**src/rtl/updown_ctrl.sv**
```systemverilog
// Sequencer for an external 4-bit up/down counter: paces step enables every
// TICK_DIV cycles and handles limits, pause, reverse and stop commands.
module updown_ctrl #(
    parameter int TICK_DIV = 4
) (
    input  logic       clk,
    input  logic       rst,
    input  logic       start,
    input  logic       stop,
    input  logic       pause,
    input  logic       rev,
    input  logic       dir_req,
    input  logic       mode,
    input  logic [3:0] lo_lim,
    input  logic [3:0] hi_lim,
    input  logic [3:0] count_in,
    output logic       ud,
    output logic       en,
    output logic [1:0] state,
    output logic       done,
    output logic       cfg_err
);

    typedef enum logic [1:0] {
        ST_IDLE  = 2'b00,
        ST_RUN   = 2'b01,
        ST_PAUSE = 2'b10,
        ST_DONE  = 2'b11
    } state_t;

    localparam logic [7:0] TICK_MAX = 8'(TICK_DIV - 1);

    state_t     r_state;
    state_t     w_state_nxt;
    logic [7:0] r_tick;
    logic [7:0] w_tick_nxt;
    logic       r_ud;
    logic       w_ud_nxt;
    logic       r_en;
    logic       w_en_nxt;
    logic       w_cfg_err;
    logic       w_tick;
    logic       w_at_lim;
    logic [7:0] w_tick_inc;

    assign w_cfg_err  = (lo_lim > hi_lim);
    assign w_tick     = (r_tick == TICK_MAX);
    assign w_tick_inc = w_tick ? 8'd0 : (r_tick + 8'd1);
    assign w_at_lim   = r_ud ? (count_in >= hi_lim) : (count_in <= lo_lim);

    // Next-state decode; command priority is stop > pause > rev > start.
    always_comb begin
        w_state_nxt = r_state;
        w_tick_nxt  = r_tick;
        w_ud_nxt    = r_ud;
        w_en_nxt    = 1'b0;
        if (stop) begin
            w_state_nxt = ST_IDLE;
            w_tick_nxt  = 8'd0;
        end else begin
            case (r_state)
                ST_IDLE, ST_DONE: begin
                    if (start && !w_cfg_err) begin
                        w_state_nxt = ST_RUN;
                        w_tick_nxt  = 8'd0;
                        w_ud_nxt    = dir_req;
                    end else begin
                        w_state_nxt = r_state;
                    end
                end
                ST_RUN: begin
                    if (pause) begin
                        // The pausing cycle still counts, so resume picks up one step later.
                        w_state_nxt = ST_PAUSE;
                        w_tick_nxt  = w_tick_inc;
                    end else if (rev) begin
                        w_ud_nxt = ~r_ud;
                    end else if (w_tick) begin
                        w_tick_nxt = 8'd0;
                        if (w_cfg_err) begin
                            w_state_nxt = ST_DONE;
                        end else if (w_at_lim) begin
                            if (mode) begin
                                w_ud_nxt = ~r_ud;
                            end else begin
                                w_state_nxt = ST_DONE;
                            end
                        end else begin
                            w_en_nxt = 1'b1;
                        end
                    end else begin
                        w_tick_nxt = w_tick_inc;
                    end
                end
                ST_PAUSE: begin
                    if (pause) begin
                        w_state_nxt = ST_RUN;
                    end else if (rev) begin
                        w_ud_nxt = ~r_ud;
                    end else begin
                        w_state_nxt = ST_PAUSE;
                    end
                end
                default: begin
                    w_state_nxt = ST_IDLE;
                    w_tick_nxt  = 8'd0;
                end
            endcase
        end
    end

    // State, tick counter and registered counter controls.
    always_ff @(posedge clk) begin
        if (rst) begin
            r_state <= ST_IDLE;
            r_tick  <= 8'd0;
            r_ud    <= 1'b1;
            r_en    <= 1'b0;
        end else begin
            r_state <= w_state_nxt;
            r_tick  <= w_tick_nxt;
            r_ud    <= w_ud_nxt;
            r_en    <= w_en_nxt;
        end
    end

    assign ud      = r_ud;
    assign en      = r_en;
    assign state   = r_state;
    assign done    = (r_state == ST_DONE);
    assign cfg_err = w_cfg_err;

endmodule

```
**config.mk**
```make
export PLATFORM = sky130hd
export DESIGN_NAME = updown_ctrl
export DESIGN_NICKNAME = d
export VERILOG_FILES = /design/src/rtl/updown_ctrl.sv
export SDC_FILE = /design/constraint.sdc
export NUM_CORES = 1
export LEC_CHECK = 0
export BUFFER_PORTS_ARGS = -buffer_cell sky130_fd_sc_hd__buf_2
export CORE_MARGIN = 2
export CORE_UTILIZATION = 56
export CTS_CLUSTER_DIAMETER = 100
export CTS_CLUSTER_SIZE = 10
export DETAILED_ROUTE_END_ITERATION = 6
export HOLD_SLACK_MARGIN = 0.15
export PLACE_DENSITY = 0.94
export RECOVER_POWER = 100
export SYNTH_ARGS = -nofsm -noshare
export SYNTH_HDL_FRONTEND = slang
export SYNTH_SLANG_ARGS = --single-unit
```
**constraint.sdc**
```tcl
create_clock -name clk -period 3.26 [get_ports clk]
set_input_delay 0.326 -clock clk [delete_from_list [all_inputs] [get_ports clk]]
set_output_delay 0.326 -clock clk [all_outputs]
set_load 0.005 [all_outputs]
```
== Word level (Yosys, flattened, before mapping) ==
Index checks and enable logic that the tools add are counted.

* Output and inout port bits: 6
* Flip-flop bits (word level): 12

* Add/subtract/negate cells: 1
* Eq/ne operators: 17
* Reductions and logical operators: 10
* Bitwise operators: 4
* Mux-type cells: 28
* Magnitude comparators: 3

{| class="wikitable"
|+ Operator list
! cell !! count
|-
| $mux 8 || 5
|-
| $ne 3x3->1 const B || 7
|-
| $mux 2 || 9
|-
| $pmux 8 s2 || 1
|-
| $mux 1 || 11
|-
| $reduce_and 9->1 || 1
|-
| $add 8x1->8 const B || 1
|-
| $eq 8x2->1 const B || 1
|-
| $ne 2x2->1 const B || 4
|-
| $ne 4x4->1 const B || 2
|-
| $reduce_or 7->1 || 1
|-
| $pmux 2 s3 || 1
|-
| $reduce_and 6->1 || 1
|-
| $eq 2x2->1 const B || 2
|-
| $ge 4x4->1 || 1
|-
| $gt 4x4->1 || 1
|-
| $le 4x4->1 || 1
|-
| $not 1->1 || 4
|-
| $reduce_or 2->1 || 2
|-
| $pmux 1 s3 || 1
|-
| $reduce_and 3->1 || 1
|-
| $eq 2x1->1 const B || 1
|-
| $logic_not 2->1 || 1
|-
| $reduce_bool 2->1 || 1
|-
| other kinds (2) || 2
|}

== Depth between registers and ports, before layout ==
* Depth in word-level cells: 8
* Mapped depth: 9

== Least setup slack after synthesis ==
Ideal clock, no wire load.

* Path type: input to register
* Start: input port hi_lim[1]
* End: register r_ud (netlist: ud)
* Setup slack: 1.212 ns
* Arrival time: 1.926 ns
* Stages: 8
* Data required time: 3.138 ns
* Setup time: 0.122 ns
* Path buffers: 0
* Cells stage by stage: inv_1 ha_1 nor2b_1 o211ai_2 a21oi_1 and4b_1 or2_2 a221o_1

* Cells in the longest elaborated chain, start to end: 5

{| class="wikitable"
|+ RTL lines
! item !! RTL line !! source
|-
| from (decl) || 15 || <nowiki>input logic [3:0] hi_lim,</nowiki>
|-
| $gt 4x4->1 * || 46 || <nowiki>assign w_cfg_err = (lo_lim > hi_lim);</nowiki>
|-
| net cfg_err || 21 || <nowiki>output logic cfg_err</nowiki>
|-
| $logic_not 1->1 || 63 || <nowiki>if (start && !w_cfg_err) begin</nowiki>
|-
| $logic_and 1x1->1 || 63 ||
|-
| $ne 2x2->1 (no line) || n/a ||
|-
| $reduce_and 9->1 (no line) * || n/a ||
|-
| to (signal assigned) || 122 || <nowiki>r_ud <= w_ud_nxt;</nowiki>
|-
| to (decl) || 37 || <nowiki>logic r_ud;</nowiki>
|}

The timed path passes the listed nets; every way through them passes the cells marked *.
A chain may end at the register's enable or synchronous reset.

== Worst setup path in the final report ==
* Start: register r_state[0] (netlist: state[0])
* End: register r_tick[6]

* Cells in the longest elaborated chain, start to end: 4

{| class="wikitable"
|+ RTL lines
! item !! RTL line !! source
|-
| from (decl) || 33 || <nowiki>state_t r_state;</nowiki>
|-
| from (signal assigned) || 120 || <nowiki>r_state <= w_state_nxt;</nowiki>
|-
| $eq 2x2->1 / $logic_not 2->1 (equally long branches) || 61 || <nowiki>case (r_state)</nowiki>
|-
| $reduce_or 2->1 || 61 ||
|-
| $ne 2x2->1 (no line) / $reduce_bool 2->1 (equally long branches) || n/a ||
|-
| $reduce_and 3->1 (no line) || n/a ||
|-
| to (signal assigned) || 121 || <nowiki>r_tick <= w_tick_nxt;</nowiki>
|-
| to (decl) || 35 || <nowiki>logic [7:0] r_tick;</nowiki>
|}

Several ways; a longest one is shown, not always the timed one.

==> out/qor.csv <==
metric,value,unit
final-setup-viol-count,0,
finalCriticalPeriod,2.598,ns
layout-drive-gt1-share,22.88,%
clk_pin_slew,0.07,ns
yosysTopAreaCell,dfxtp_1,
skew,0.004241,ns
placed_cells,174,
path_common_cell,inv_1,
synth_edf_count,0,
ant_nets,0,
crit_required,3.48,ns
hold_class,input pin to register,
synth_compound_gate_area_share,19.13,%
synth_adder_area_share,18.89,%
cellLeakagePower,0.5543,nW
htree_levels,1,
areaGrowthSynthToFinish,15.23,%
post-dp-hpwl,2066,um
clockRootBuffer,clkbuf_4,
grt_pass1_wl,4077,um
die-area,0.002256,mm^2
layout.nets,190,
grt_usage,26.10,%
dieHeight,47.50,um
synthTopCellsByArea,"dfxtp_1 23%, ha_1 19%, xnor2_1 5.8%",
path_class,register to register,
n_antenna_cell,0,
coreArea,0.001745,mm^2
outcome,completed,
cp-start-kind,register,
yosys_warnings,0,
yosys.cell_count.top_type,ha_1,
async_flop_share,0,%
synth_top_area_share,22.67,%
cp_max_fo,10,
grt_overflow,0,
cap_violations,0,
drt_iter0_markers,12,
finalCritPeriodShare,79.69,%
start_util,60.72,%
slew_headroom,45.66,%
clock-sinks,12,
vias_per_cell,5.640,
ys_seq_area_share,22.67,%
totalWireLength,2502,um
max_stage_delay,0.60,ns
synth_area_per_cell,8.478,um^2
num_rows,15,
critPathSlowestCell,a31oi_1,
grt_max_degree,11,
num_vias,1004,
cts.hold.buffers_added,0,
critical_path.cell_chain,inv_1 > ha_1 > inv_1 > a21o_1 > a31oi_1 > nor3_1 > a211o_1 > nor2_1,
cts_buffer_depth,2,
peakVddDrop,0.2429,mV
cts_tree,yes,
ys_ff_latch,12,
synth_xor_xnor_area_share,5.785,%
synth_common_cells,"16 x ha_1, 14 x inv_1, 12 x dfxtp_1, 12 x nor2_1, 9 x nand2_1",
yosysUniqueCellTypes,39,
cts_resized,0,
grt_pass1_vias,995,
die_x,47.50,um
yosys.area_share.simple,25.62,%
clock_latency,0.28,ns
dr.pass1.iters,5,
cts_buffers,3,
holdWs,0.2734,ns
setup_tns,0,ns
final-instance-count-excl-fill,178,
grt_antenna_before_repair,0,
cp_top_family,compound AO/OA/AOI/OAI gates,
grt_setup_unrepaired,no,
place_congestion,0.8413,
synth_fp_nets,161,
synthFlopType,dfxtp_1,
syn_inst,125,
finalHoldViolCount,0,
drc,0,
cp_data_arrival_time,2.81,ns
cp.buffers_inverters,2,
wl_per_cell,14.06,um
tightestPinTransition,0.8114,ns
end_kind,register,
postCtsSetupRepairBufs,0,
synth_top_family_by_area,simple AND/OR/NAND/NOR gates,
power_density,302.7,mW/mm^2
final_core_util,69.96,%
io_buffers,25,
netlist_area,0.001060,mm^2
io_pins,26,
max_freq,384.9,MHz
synth.area.mux_share,1.889,%
drv_slew,0,
state kept, by name (all words and copies together), names as in the netlist:
name	flops
en	1
r_tick	8
state	2
ud	1
routing by layer:
layer | GRT usage (%) | vias to the layer above | part of all wire (%)
li1 | - | 505 | -
met1 | 28.60 | 462 | 43
met2 | 49.19 | 31 | 50
met3 | 7.170 | 6 | 4.7
met4 | 6.111 | 0 | 1.2
met5 | 0 | - | 0
area by class of cell:
cell class	count	area, um^2
sequential	12	240.2
multi-input combinational	98	739.5
tap	25	31.28
fill	160	524.3
clock buffer	4	36.28
inverter	14	52.55
timing repair buffer	25	121.4
power by group:
part	switching [mW]	internal [mW]
clock network	0.0505	0.0680
logic	0.0559	0.0426
registers	0.00323	0.149
worst reg2reg max path, cell delays in order (launching register included):
cell	delay [ns]
dfxtp_1	0.39
inv_1	0.06
ha_1	0.35
inv_1	0.11
a21o_1	0.16
a31oi_1	0.60
nor3_1	0.25
a211o_1	0.44
nor2_1	0.16
logic make-up after synthesis:
logic type      count (synthesis)
simple gates                   47
compound gates                 26
fa+ha+maj                      16
buf+inv                        15
flops                          12
xor+xnor                        7
mux                             2
worst paths after layout:
check            from         to  slack, ns  cells past startpoint
min reg2reg  state[1]   state[1]       0.53                      2
max          state[0]  r_tick[6]       0.66                      8
min               rst         ud       0.27                      2
max reg2reg  state[0]  r_tick[6]       0.66                      8
stage by stage:
step	setup WS, ns	area, um^2	power [mW]
5_1_grt	0.4579	1221	0.3900
3_5_place_dp	0.9979	1205	0.2570
6_report	0.6621	1221	0.3696
3_3_place_gp	1.080	1205	0.2503
2_1_floorplan	1.212	1060	0.2228
4_1_cts	1.081	1241	0.3747
placed cells by master (no fill, tap or decap), drive strengths merged, types with 2 or more instances in the layout:
cell type,n
buf,21
ha,16
inv,14
nor2,13
dfxtp,12
nand2,9
clkbuf,8
xnor2,7
a21oi,6
nor3,6
o21ai,5
nor2b,4
nor4,3
o211ai,3
a21o,2
nand3,2
mux2i,2
a2111oi,2
No activity file was read; power rests on OpenSTA's default activity.
